--- src/rtl/ltc2311_pkg.sv ---
// Shared types for the LTC2311 sample scheduler: scheduler state encoding and
// the sample width carried from the reader to the output register.
package ltc2311_pkg;

    localparam int SAMPLE_W = 16;

    typedef enum logic [2:0] {
        ST_IDLE      = 3'd0,
        ST_WAKING    = 3'd1,
        ST_ARMED     = 3'd2,
        ST_ISSUE     = 3'd3,
        ST_WAIT_DATA = 3'd4,
        ST_SLEEP     = 3'd5
    } sched_state_t;

endpackage

--- src/rtl/ltc2311_sample_buf.sv ---
// One-entry output register for captured samples. A capture into a full,
// stalled register is dropped and reported on drop for one cycle.
module ltc2311_sample_buf
    import ltc2311_pkg::*;
(
    input  logic                clk,
    input  logic                reset_n,
    input  logic                cap_valid,
    input  logic [SAMPLE_W-1:0] cap_data,
    input  logic                m_ready,
    output logic [SAMPLE_W-1:0] m_data,
    output logic                m_valid,
    output logic                drop
);

    logic [SAMPLE_W-1:0] data_q, data_d;
    logic                valid_q, valid_d;

    // Valid/ready: a beat transfers on any clk edge where m_valid & m_ready;
    // m_data is held stable while m_valid is high and the beat has not transferred.
    always_comb begin
        data_d  = data_q;
        valid_d = valid_q;
        drop    = 1'b0;
        if (cap_valid) begin
            if (!valid_q || m_ready) begin
                data_d  = cap_data;
                valid_d = 1'b1;
            end else begin
                drop = 1'b1;
            end
        end else if (valid_q && m_ready) begin
            valid_d = 1'b0;
        end
    end

    always_ff @(posedge clk) begin
        if (!reset_n) begin
            data_q  <= '0;
            valid_q <= 1'b0;
        end else begin
            data_q  <= data_d;
            valid_q <= valid_d;
        end
    end

    assign m_data  = data_q;
    assign m_valid = valid_q;

endmodule

--- src/rtl/ltc2311_sample_scheduler.sv ---
// Read/sleep/wake sequencer for the LTC2311 reader: paced read issue, burst or
// continuous capture, power-down between bursts, overrun and timeout flags.
module ltc2311_sample_scheduler
    import ltc2311_pkg::*;
#(
    parameter int PERIOD_W       = 16,
    parameter int WAKE_CYCLES    = 64,
    parameter int TIMEOUT_CYCLES = 256
) (
    input  logic                clk,
    input  logic                reset_n,
    input  logic                start,
    input  logic                stop,
    input  logic [PERIOD_W-1:0] period,
    input  logic [7:0]          burst_len,
    input  logic                auto_sleep,
    output logic                rd_read,
    output logic                rd_sleep,
    output logic                rd_wake,
    input  logic [15:0]         rd_data,
    input  logic                rd_valid,
    input  logic                rd_busy,
    output logic [15:0]         m_data,
    output logic                m_valid,
    input  logic                m_ready,
    output logic                done,
    output logic                overrun,
    output logic                timeout_err,
    input  logic                clear_flags,
    output logic [2:0]          dbg_state
);

    localparam int WAKE_W = $clog2(WAKE_CYCLES + 1);
    localparam int TMO_W  = $clog2(TIMEOUT_CYCLES + 1);

    sched_state_t        state_q, state_d;
    logic [PERIOD_W-1:0] period_cnt_q, period_cnt_d;
    logic [WAKE_W-1:0]   wake_cnt_q, wake_cnt_d;
    logic [TMO_W-1:0]    tmo_cnt_q, tmo_cnt_d;
    logic [7:0]          count_q, count_d;
    logic                stop_seen_q, stop_seen_d;
    logic                rd_read_q, rd_read_d;
    logic                rd_sleep_q, rd_sleep_d;
    logic                rd_wake_q, rd_wake_d;
    logic                done_q, done_d;
    logic                overrun_q, overrun_d;
    logic                timeout_q, timeout_d;
    logic                capture;
    logic                tmo_evt;
    logic                drop;

    always_comb begin
        state_d      = state_q;
        period_cnt_d = (period_cnt_q != '0) ? period_cnt_q - PERIOD_W'(1) : '0;
        wake_cnt_d   = wake_cnt_q;
        tmo_cnt_d    = tmo_cnt_q;
        count_d      = count_q;
        stop_seen_d  = stop_seen_q;
        rd_sleep_d   = 1'b0;
        rd_wake_d    = 1'b0;
        done_d       = 1'b0;
        capture      = 1'b0;
        tmo_evt      = 1'b0;

        case (state_q)
            ST_IDLE: begin
                if (start) begin
                    state_d      = ST_ARMED;
                    count_d      = 8'd0;
                    period_cnt_d = '0;
                end
            end
            ST_SLEEP: begin
                if (start) begin
                    state_d      = ST_WAKING;
                    rd_wake_d    = 1'b1;
                    wake_cnt_d   = WAKE_W'(WAKE_CYCLES - 1);
                    count_d      = 8'd0;
                    period_cnt_d = '0;
                    stop_seen_d  = stop;
                end
            end
            ST_WAKING: begin
                // The wake pulse occupies the first WAKE_CYCLES cycle, so the
                // first read lands exactly WAKE_CYCLES after rd_wake.
                stop_seen_d = stop_seen_q | stop;
                if (wake_cnt_q <= WAKE_W'(1)) begin
                    if (stop_seen_q || stop) begin
                        state_d = ST_IDLE;
                        done_d  = 1'b1;
                    end else begin
                        state_d = ST_ARMED;
                    end
                end else begin
                    wake_cnt_d = wake_cnt_q - WAKE_W'(1);
                end
            end
            ST_ARMED: begin
                if (stop) begin
                    done_d     = 1'b1;
                    rd_sleep_d = auto_sleep;
                    state_d    = auto_sleep ? ST_SLEEP : ST_IDLE;
                end else if (period_cnt_q <= PERIOD_W'(1) && !rd_busy) begin
                    state_d = ST_ISSUE;
                end
            end
            ST_ISSUE: begin
                // Counter holds cycles left after this one; expiry is seen one
                // cycle early in ARMED so ISSUE lands exactly period cycles apart.
                period_cnt_d = (period > PERIOD_W'(1)) ? period - PERIOD_W'(1) : '0;
                tmo_cnt_d    = TMO_W'(1);
                state_d      = ST_WAIT_DATA;
            end
            ST_WAIT_DATA: begin
                if (rd_valid) begin
                    capture = 1'b1;
                    count_d = (count_q == 8'hFF) ? count_q : count_q + 8'd1;
                    if (stop || (burst_len != 8'd0 && (count_q + 8'd1) == burst_len)) begin
                        done_d     = 1'b1;
                        rd_sleep_d = auto_sleep;
                        state_d    = auto_sleep ? ST_SLEEP : ST_IDLE;
                    end else begin
                        state_d = ST_ARMED;
                    end
                end else if (tmo_cnt_q >= TMO_W'(TIMEOUT_CYCLES)) begin
                    tmo_evt = 1'b1;
                    done_d  = 1'b1;
                    state_d = ST_IDLE;
                end else begin
                    tmo_cnt_d = tmo_cnt_q + TMO_W'(1);
                end
            end
            default: state_d = ST_IDLE;
        endcase

        rd_read_d = (state_d == ST_ISSUE);
        overrun_d = (overrun_q & ~clear_flags) | drop;
        timeout_d = (timeout_q & ~clear_flags) | tmo_evt;
    end

    always_ff @(posedge clk) begin
        if (!reset_n) begin
            state_q      <= ST_IDLE;
            period_cnt_q <= '0;
            wake_cnt_q   <= '0;
            tmo_cnt_q    <= '0;
            count_q      <= 8'd0;
            stop_seen_q  <= 1'b0;
            rd_read_q    <= 1'b0;
            rd_sleep_q   <= 1'b0;
            rd_wake_q    <= 1'b0;
            done_q       <= 1'b0;
            overrun_q    <= 1'b0;
            timeout_q    <= 1'b0;
        end else begin
            state_q      <= state_d;
            period_cnt_q <= period_cnt_d;
            wake_cnt_q   <= wake_cnt_d;
            tmo_cnt_q    <= tmo_cnt_d;
            count_q      <= count_d;
            stop_seen_q  <= stop_seen_d;
            rd_read_q    <= rd_read_d;
            rd_sleep_q   <= rd_sleep_d;
            rd_wake_q    <= rd_wake_d;
            done_q       <= done_d;
            overrun_q    <= overrun_d;
            timeout_q    <= timeout_d;
        end
    end

    ltc2311_sample_buf u_buf (
        .clk       (clk),
        .reset_n   (reset_n),
        .cap_valid (capture),
        .cap_data  (rd_data),
        .m_ready   (m_ready),
        .m_data    (m_data),
        .m_valid   (m_valid),
        .drop      (drop)
    );

    assign rd_read     = rd_read_q;
    assign rd_sleep    = rd_sleep_q;
    assign rd_wake     = rd_wake_q;
    assign done        = done_q;
    assign overrun     = overrun_q;
    assign timeout_err = timeout_q;
    assign dbg_state   = state_q;

endmodule

--- config.mk ---
export PLATFORM = sky130hd
export DESIGN_NAME = ltc2311_sample_scheduler
export DESIGN_NICKNAME = d
export VERILOG_FILES = /design/src/rtl/ltc2311_pkg.sv /design/src/rtl/ltc2311_sample_buf.sv /design/src/rtl/ltc2311_sample_scheduler.sv
export SDC_FILE = /design/constraint.sdc
export NUM_CORES = 1
export LEC_CHECK = 0
export ABC_AREA = 1
export BUFFER_PORTS_ARGS = -buffer_cell sky130_fd_sc_hd__buf_2
export CAP_MARGIN = 20
export CORE_MARGIN = 4
export CORE_UTILIZATION = 47
export CTS_BUF_LIST = sky130_fd_sc_hd__clkbuf_8
export CTS_CLUSTER_SIZE = 10
export DETAILED_ROUTE_END_ITERATION = 7
export MAX_ROUTING_LAYER = met4
export PLACE_DENSITY = 0.79
export SLEW_MARGIN = 20
export SYNTH_ARGS = -nofsm -noshare
export SYNTH_HDL_FRONTEND = slang
export SYNTH_SLANG_ARGS = --single-unit
--- constraint.sdc ---
create_clock -name clk -period 2.2 [get_ports clk]
set_clock_uncertainty 0.1 [all_clocks]
set_input_delay 0.44 -clock clk [delete_from_list [all_inputs] [get_ports clk]]
set_output_delay 0.44 -clock clk [all_outputs]
set_load 0.01 [all_outputs]
# Word level (Yosys, flattened, before mapping)
# Cells that the tools add are included.
# totals
register_bits	67
inputBits	49
output_inout_bits	26
word_cells	116
# classes
addsub	5
n_lt_le_gt_ge	4
eq_ne	16
muxes	48
n_bitwise	6
reduce_logical	23
# op_table
op	count
$mux W16	3
$pmux W16 S2	1
$sub A16 B1 Y16 const B	2
$mux W3	9
$mux W8	3
$mux W1	20
$mux W9	2
$pmux W3 S6	1
$pmux W9 S2	1
$gt A16 B1 Y1 const B	1
$le A16 B1 Y1 const B	1
$pmux W8 S2	1
$reduce_bool A16 Y1	1
$mux W7	2
$pmux W7 S2	1
$ne A2 B2 Y1 const B	6
$add A9 B1 Y9 const B	1
$eq A3 B2 Y1 const B	3
$ge A9 B9 Y1 const B	1
$add A8 B1 Y8 const B	1
$eq A8 B8 Y1	1
$eq A8 B8 Y1 const B	1
$reduce_and A2 Y1	4
$reduce_bool A2 Y1	4
19 further kinds	31

# Depth between registers and ports, before layout
# Gate-level depths: netlist of run 1.
# logic_depth
word_depth	8
mapped_depth	15
mapped_depth_nobuf	15

# Cells and area by module
# A second synthesis of run 1 with hierarchy kept.
# unflattened
cells_unflattened	598
area_unflattened_um2	3976.3
# modules_own_cells
mod	n_inst	cells_each	area_each_um2	seq_area_each_um2
ltc2311_sample_scheduler	1	487	3144.3	1001.0
ltc2311_sample_buf	1	111	832.0	340.3

# Worst setup path before layout of run 1
# No wires, ideal clock.
# synth_timing
kind	input to register
from	input port period[0]
to	register period_cnt_q[10]
setup_time_ps	128
arrival_time_ps	1718
required_time_ps	1972
path_slack_ps	254
stages	9
n_path_buf	0
cell_sequence	inv_1 ha_1 nand3_1 nor2_1 or3b_1 nor2_1 nor2_1 a21oi_1 nor2_1
# synth_via
elab_chain_len	3
word_cells_on_any_way	4
cone_classes	1 x add/sub; 1 x order compare; 2 x mux
# synth_rtl
element	line	rtl
start: declaration	ltc2311_sample_scheduler.sv:14	input logic [PERIOD_W-1:0] period,
$sub A16 B1 Y16 or $gt A16 B1 Y1 (tied branches)	ltc2311_sample_scheduler.sv:110	period_cnt_d = (period > PERIOD_W'(1)) ? period - PERIOD_W'(1) : '0;
$mux W16 (*)	ltc2311_sample_scheduler.sv:110	
$pmux W16 S2 (*)	ltc2311_sample_scheduler.sv:65	case (state_q)
end signal: assignment	ltc2311_sample_scheduler.sv:157	period_cnt_q <= period_cnt_d;
end: declaration	ltc2311_sample_scheduler.sv:37	logic [PERIOD_W-1:0] period_cnt_q, period_cnt_d;
# Every way passes the cells marked *; elsewhere a longest branch is shown, timed or not.
# A chain may end at the register's enable or synchronous reset.

# Final worst setup path of run 1
# layout_timing
from	register period_cnt_q[0]
to	register period_cnt_q[14]
# layout_via
elab_chain_len	4
word_cells_on_any_way	5
cone_classes	1 x add/sub; 3 x mux; 1 x reduce/logical
# layout_rtl
element	line	rtl
$sub A16 B1 Y16 or $reduce_bool A16 Y1 (tied branches)	ltc2311_sample_scheduler.sv:54	period_cnt_d = (period_cnt_q != '0) ? period_cnt_q - PERIOD_W'(1) : '0;
$mux W16 (*)	ltc2311_sample_scheduler.sv:54	
$mux W16	ltc2311_sample_scheduler.sv:67, ltc2311_sample_scheduler.sv:74	
$pmux W16 S2 (*)	ltc2311_sample_scheduler.sv:65	
# Marks and branches as above.

==> summary.md, run 1 <==
| Metric | Value |
|---|---|
| Worst Hold Class | in2reg |
| Total GRT Usage | between 20% and 30% |
| Synth cell count leaders | nor2_1, nand2_1, inv_1, dfxtp_1, nand3_1 |
| Status | finished clean |
| Register area share after synthesis | 35.5% |
| DRT Wirelength | ~9.4 mm |
| CP max stage delay | approximately 330 ps |
| Remaining DRCs | 0 |
| Clock transition at path regs | approximately 80 ps |
| Fin crit share | about nine tenths |
| Leakage | between 2 and 2.5 nW |
| Final setup viols | 0 |
| Post-synth ARST share | 0% |
| H-tree levels | 3 |
| Site Rows | 32 |
| Initial antenna violation count | 0 |
| Worst hold margin | approximately 220 ps |
| Max-cap viol count | 0 |
| Number of synthesized flops with an enable pin | 0 |
| Clock power share | 27.0% |
| # clock sinks | 67 |
| Largest family of logic cells by synthesized area | simple AND/OR/NAND/NOR gates |
| Avg Vias per Cell | a little over 5 |
| Worst rel slew slack | 55.2% |
| Worst r2r path cells | 9 |
| Initial Util | about half |
| Inserted Diodes | 0 |
| Crit path time final | between 1500 and 2000 ps |
| Core box area | 7770 µm² |
| Critical Path End Type | flop |
| RSZ-0062 raised after global routing | false |
| Final ANT Viol Nets | 0 |
| Logic pwr share | between 30% and 40% |
| Routability Congestion | 0.914 |
| CTS Buffer Depth | 2 |
| Inst Count DP | ~740 |
| Switch Pwr | between 0.0015 and 0.002 W |
| Area of the multi-input gates | 2090 µm² |
| First drt pass iteration count | 4 |
| Syn_nets | between 600 and 700 |
| Post-DP HPWL | roughly 7.1 mm |
| Crit Path Max Fanout | 4 |
| GRT overflow | 0 |
| Netlist cell types | 38 |
| First-pass GRT wire length | roughly 16 mm |
| Flop pwr share | 35.8% |
| Cells after synthesis | about 570 |
| CTS tree | yes |
| Root buf cell | clkbuf_8 |
| Crit path required time | roughly 2300 ps |
| Horiz. Die Dim | a little under 100 µm |
| Synthesized area | about 3800 µm² |
| WHS Endpoint | u_buf.m_data[1] |
| Die Y-Extent | about 98 µm |
| Ys flop type | dfxtp_1 |
| HP Start | rd_data[1] |
| Clock Latency Late Sink | between 300 and 400 ps |
| Hold_buf cts | 0 |
| Max Fclk | between 0.5 and 0.6 GHz |
| Num ports | between 70 and 80 |
| Adder-cell share of the synthesized area | 3.31% |
| Worst hold path depth | 3 |
| Syn avg cell area | around 6.7 µm² |
| Share of cells above drive strength 1 | around a fifth |
| Port Buffer Count | between 70 and 80 |
| # nets final | 704 |
| Pint | roughly 0.0026 W |
| Post-synthesis mux area share | 0% |
| Worst r2r dst | period_cnt_q[14] |
| Post-route setup TNS | 0 ps |
| Post-synth top area cell | dfxtp_1 |
| Crit Path Category | reg2reg |
| Fill cell count | approximately 750 |
| Cell with the most instances after synthesis | nor2_1 |
| Placement Cell Area | around 4300 µm² |
| Worst-margin pin slew | approximately 670 ps |
| Iteration-0 DRC Markers | 168 |
| FF+latch count, synth | 67 |
| Cell area after layout | approximately 4500 µm² |
| Die ar. | 9530 µm² |
| Cell Chain, Critical Path | inv_1 -> ha_1 -> nand2_1 -> nor2_1 -> nand3_1 -> nor2_1 -> nand3_1 -> o211ai_1 -> a21oi_1 |
| VDD IR-drop max | 499 µV |
| Yosys warns | 0 |
| Crit path launch type | flop |
| Switching portion of total power | 38.6% |
| Compound-Gate Fraction of Synth Area | between 10 and 15% |
| Synth Area in XOR/XNOR | between 3 and 4% |
| Avg WL per Cell | 12.5 µm |
| Reg-to-Reg Start | period_cnt_q[0] |
| Final Max Slew Viols | 0 |
| Crit-path leading delay family | simple AND/OR/NAND/NOR gates |
| Reg2Reg Setup Slack | about 220 ps |
| Sequential standard cell area | approximately 1300 µm² |
| Share of the synthesized area in the top cell type | between 30% and 40% |
| P&R area growth vs syn | 18.7% |
| Crit path DAT | 2070 ps |
| Pin count of the biggest net entering global routing | 37 |
| Final cell count without fillers | approximately 750 |
| Total CTS buffers | 9 |
| Number of global-route vias before repair | about 3.9k |
| CP Buf/Inv Count | 1 |
| Post-CTS Setup Inserts | 0 |
| Area share of and/or/nand/nor cells after synthesis | roughly 34% |
| Top cells by area, synth | dfxtp_1, nor2_1, nand2_1, inv_1, nand3_1 |
| CP max-delay cell | dfxtp_1 |
| Vias | slightly below 4k |
| Pwr dens | ~950 nW/µm² |
| Final hold violation count | 0 |
cells by family (layout without fill, tap and decap cells):
group                    count (synthesis)  in the layout
AO/OA/AOI/OAI                           94             94
AND/OR/NAND/NOR                        291            291
adder cells (fa/ha/maj)                 10             10
XOR/XNOR                                17             17
buffers and inverters                   87            171
flip-flops                              67             67
layout make-up:
class | count | area share [%]
clock buffer | 9 | 2.76
timing repair buffer | 80 | 9.27
tap | 102 | 2.85
inverter | 75 | 6.28
clock inverter | 7 | 2.21
sequential | 67 | 30.0
multi-input combinational | 412 | 46.7
tightest hold or removal path, cell delays in order:
cell and delay (ps):
buf_2 70, nor2_1 30, nor2_1 80
routing by layer:
layer	routed length, µm	up-vias	track usage (%)
li1	-	1990	-
met1	4220	1766	23.3
met2	4550	98	35.5
met3	542	8	5.31
met4	78	0	5.11
met5	0	-	-
how the worst max path moves through the flow:
stage,from,to,slack [ps],cells after the start
global placement,period[0],period_cnt_q[10],100,10
detailed placement,period[1],period_cnt_q[10],10,10
CTS,count_q[0],done,220,13
finish,period_cnt_q[0],period_cnt_q[14],220,9
floorplan,period[0],period_cnt_q[10],250,9
global route,count_q[1],rd_read,10,13
layout by cell type, fill, tap and decap left out, types with 3 or more instances in the layout:
master / count
a211oi_1: 7
a21oi_1: 39
a31oi_1: 7
buf_2: 74
buf_4: 6
clkbuf_8: 9
dfxtp_1: 66
ha_1: 10
inv_1: 68
inv_2: 7
nand2_1: 99
nand2_2: 6
nand3_1: 43
nand4_1: 8
nor2_1: 101
nor2_2: 7
nor3_1: 15
o21ai_0: 26
o21ai_1: 3
xnor2_1: 6
xor2_1: 11
power by group through the flow:
| stage | combinational (W) | clock [W] | sequential [W] |
|---|---|---|---|
| 2_1_floorplan | 0.00126 | 0 | 0.00152 |
| 3_3_place_gp | 0.00150 | 0 | 0.00154 |
| 3_5_place_dp | 0.00155 | 0 | 0.00155 |
| 4_1_cts | 0.00157 | 0.00117 | 0.00152 |
| 5_1_grt | 0.00182 | 0.00123 | 0.00155 |
| 6_report | 0.00159 | 0.00115 | 0.00153 |
metrics by stage:
stage / utilization (%) / total power (W) / worst slack [ps]
finish: 57.7 / 0.00427 / 217
global route: 57.7 / 0.00460 / 13.5
CTS: 57.6 / 0.00427 / 215
detailed placement: 54.8 / 0.00309 / 10.8
global placement: 54.8 / 0.00305 / 104
floorplan: - / 0.00278 / 254
state kept, by name (all words and copies together) (netlist names), 3 cells and up:
register      flops
count_q           8
dbg_state         3
period_cnt_q     16
tmo_cnt_q         9
u_buf.m_data     16
wake_cnt_q        7
timing repair:
action                                 CTS  global route
endpoints found under the hold margin    0             0
setup endpoints to repair                0             3
gates resized for setup                  0             2
Power figures use the tool's default switching activity.
==> run 2: changes to the inputs <==
--- a/config.mk
+++ b/config.mk
@@ -5,7 +5,6 @@
 export SDC_FILE = /design/constraint.sdc
 export NUM_CORES = 1
 export LEC_CHECK = 0
-export ABC_AREA = 1
 export BUFFER_PORTS_ARGS = -buffer_cell sky130_fd_sc_hd__buf_2
 export CAP_MARGIN = 20
 export CORE_MARGIN = 4
==> summary.md, run 2 <==
| Metric | Value |
|---|---|
| Clock transition at path regs | about 80 ps |
| Worst rel slew slack | between 60% and 70% |
| # nets final | approximately 600 |
| Syn_nets | 511 |
| Crit path launch type | flop |
| Final WS setup | ~45 ps |
| P&R area growth vs syn | 24.3% |
| Number of synthesized flops with an enable pin | 0 |
| Pre-CTS WS | -57.7 ps |
| Register area share after synthesis | a little under two fifths |
| Total GRT Usage | between 20% and 30% |
| DRT Wirelength | 9.02 mm |
| Crit Path Category | reg2reg |
| Num ports | 75 |
| Post-synth ARST share | 0% |
| Horiz. Die Dim | 96.0 µm |
| Share of cells above drive strength 1 | 25.8% |
| Synth cell count leaders | dfxtp_1, nand2_1, nor2_1, a21oi_1, xnor2_1 |
| Avg WL per Cell | 14.0 µm |
| Final setup viols | 0 |
| Critical Path End Type | flop |
| Iteration-0 DRC Markers | roughly 220 |
| Top cells by area, synth | dfxtp_1, a21oi_1, nand2_1, xnor2_1, xor2_1 |
| Synthesized area | around 3600 µm² |
| Number of global-route vias before repair | about 3.3k |
| Clock Latency Late Sink | roughly 360 ps |
| Total CTS buffers | 9 |
| Pin count of the biggest net entering global routing | 41 |
| Hold_buf cts | 0 |
| Max Fclk | between 0.4 and 0.5 GHz |
| Final hold violation count | 0 |
| Post-DP HPWL | around 6.8 mm |
| Worst Hold Class | in2reg |
| Max-cap viol count | 0 |
| Share of the synthesized area in the top cell type | a little under two fifths |
| FF+latch count, synth | 67 |
| Remaining DRCs | 0 |
| Port Buffer Count | 74 |
| Avg Vias per Cell | approximately 5.4 |
| Ys flop type | dfxtp_1 |
| Power, Total | between 0.004 and 0.005 W |
| Commonest non-fill, non-tap cell in the layout | buf_2 |
| Initial antenna violation count | 0 |
| Root buf cell | clkbuf_8 |
| Yosys warns | 0 |
| Cell with the most instances after synthesis | dfxtp_1 |
| CTS Buffer Depth | 2 |
| Status | finished clean |
| Post-synth top area cell | dfxtp_1 |
| Cells after synthesis | 452 |
| # clock sinks | 67 |
| Site Rows | 31 |
| Crit path time final | roughly 2200 ps |
| Netlist cell types | 56 |
| Syn avg cell area | approximately 8 µm² |
| Leakage | ~1.8 nW |
| Routability Congestion | 0.890 |
| Post-CTS Setup Inserts | 0 |
| Core box area | 7370 µm² |
| Pwr dens | around 900 nW/µm² |
| Fin crit share | 98.0% |
| CTS tree | yes |
| H-tree levels | 3 |
| Crit Path Max Fanout | 3 |
| Vias | 3476 |
| Final Max Slew Viols | 0 |
| GRT overflow | 0 |
| Final ANT Viol Nets | 0 |
| Initial Util | about 49% |
| Worst-margin pin slew | around 540 ps |
| Crit path required time | 2350 ps |
| Most frequent cells in the layout | buf_2, dfxtp_1, nand2_1, nor2_1, a21oi_1 |
| Die ar. | about 9000 µm² |
| Inserted Diodes | 0 |
| First-pass GRT wire length | 14.8 mm |
| Crit path DAT | between 2000 and 2500 ps |
| VDD IR-drop max | ~540 µV |
| First drt pass iteration count | 4 |
| Die Y-Extent | between 90 and 100 µm |
## run 2: cell count changes after synthesis, moves of 7 or more
cell	change
nor2_1	-55
nor4_1	+7
clkbuf_1	+7
xnor2_1	+18
inv_2	-7
or3_1	+7
xor2_1	+10
or4_1	+7
nand2_1	-43
o21ai_0	-12
nand3_1	-32
nor2b_1	+8
inv_1	-55
## run 2: metrics by stage
step | TNS, ps | instance area [µm²] | hold slack, ps | utilization (%) | instances
final | 0 | 4520 | 213 | 61.3 | 646
after floorplan | 0 | 3640 | 350 | - | 452
after detailed placement | -119 | 4240 | 343 | 57.5 | 630
after global routing | -10.7 | 4520 | 216 | 61.3 | 646
after global placement | 0 | 4240 | 339 | 57.5 | 630
after CTS | -10.3 | 4470 | 204 | 60.7 | 646
## run 2: area by class of cell
class	count	area, µm²
fillers	660	2850
clock inverters	7	101
clock buffers	9	124
flip-flops and latches	67	1340
well taps	99	124
repair buffers	102	593
multi-input cells	349	2190
inverters	13	48.8
## run 2: cells by family (layout without fill, tap and decap cells)
group           after synthesis  in the layout  synth area share [%]
simple gates                192            192                  26.8
compound gates              100            100                  17.0
flops                        67             67                  36.9
xor+xnor                     45             45                  10.8
buf+inv                      36            131                  4.47
fa+ha+maj                    10             10                  3.44
mux                           2              2                 0.551
## run 2: path summary, 6_finish.rpt
kind	startpoint	end	slack, ps	cells after the start
hold reg to reg	u_buf.m_data[15]	u_buf.m_data[15]	350	2
hold / removal	rd_data[6]	u_buf.m_data[6]	210	3
setup / recovery	period_cnt_q[12]	period_cnt_q[3]	50	7
setup reg to reg	period_cnt_q[12]	period_cnt_q[3]	50	7
## run 2: layer usage
layer  up-vias  routed length, µm  track usage, %
met3        22                401            3.52
met2        75               4550            34.0
met1      1607               3840            24.9
met5         -                  0               -
met4         0                239            10.3
li1       1772                  -               -
## run 2: power by group
group / internal, W / switching [W]
logic: 0.000721 / 0.000674
registers: 0.00134 / 0.000122
clock network: 0.000645 / 0.000502
total: 0.00271 / 0.00130
## run 2: what timing repair did
item                       in CTS  in global routing
setup endpoints to repair       4                  9
resized for setup               1                  9
pin swaps                       0                  3
gates cloned                    0                  0
## run 2: critical path, cell delays in order (launching register included)
cell,delay (ps)
dfxtp_1,310
or4_4,540
or4_4,420
nor2_2,140
a21o_1,180
buf_4,140
a21oi_1,40
o21a_1,190
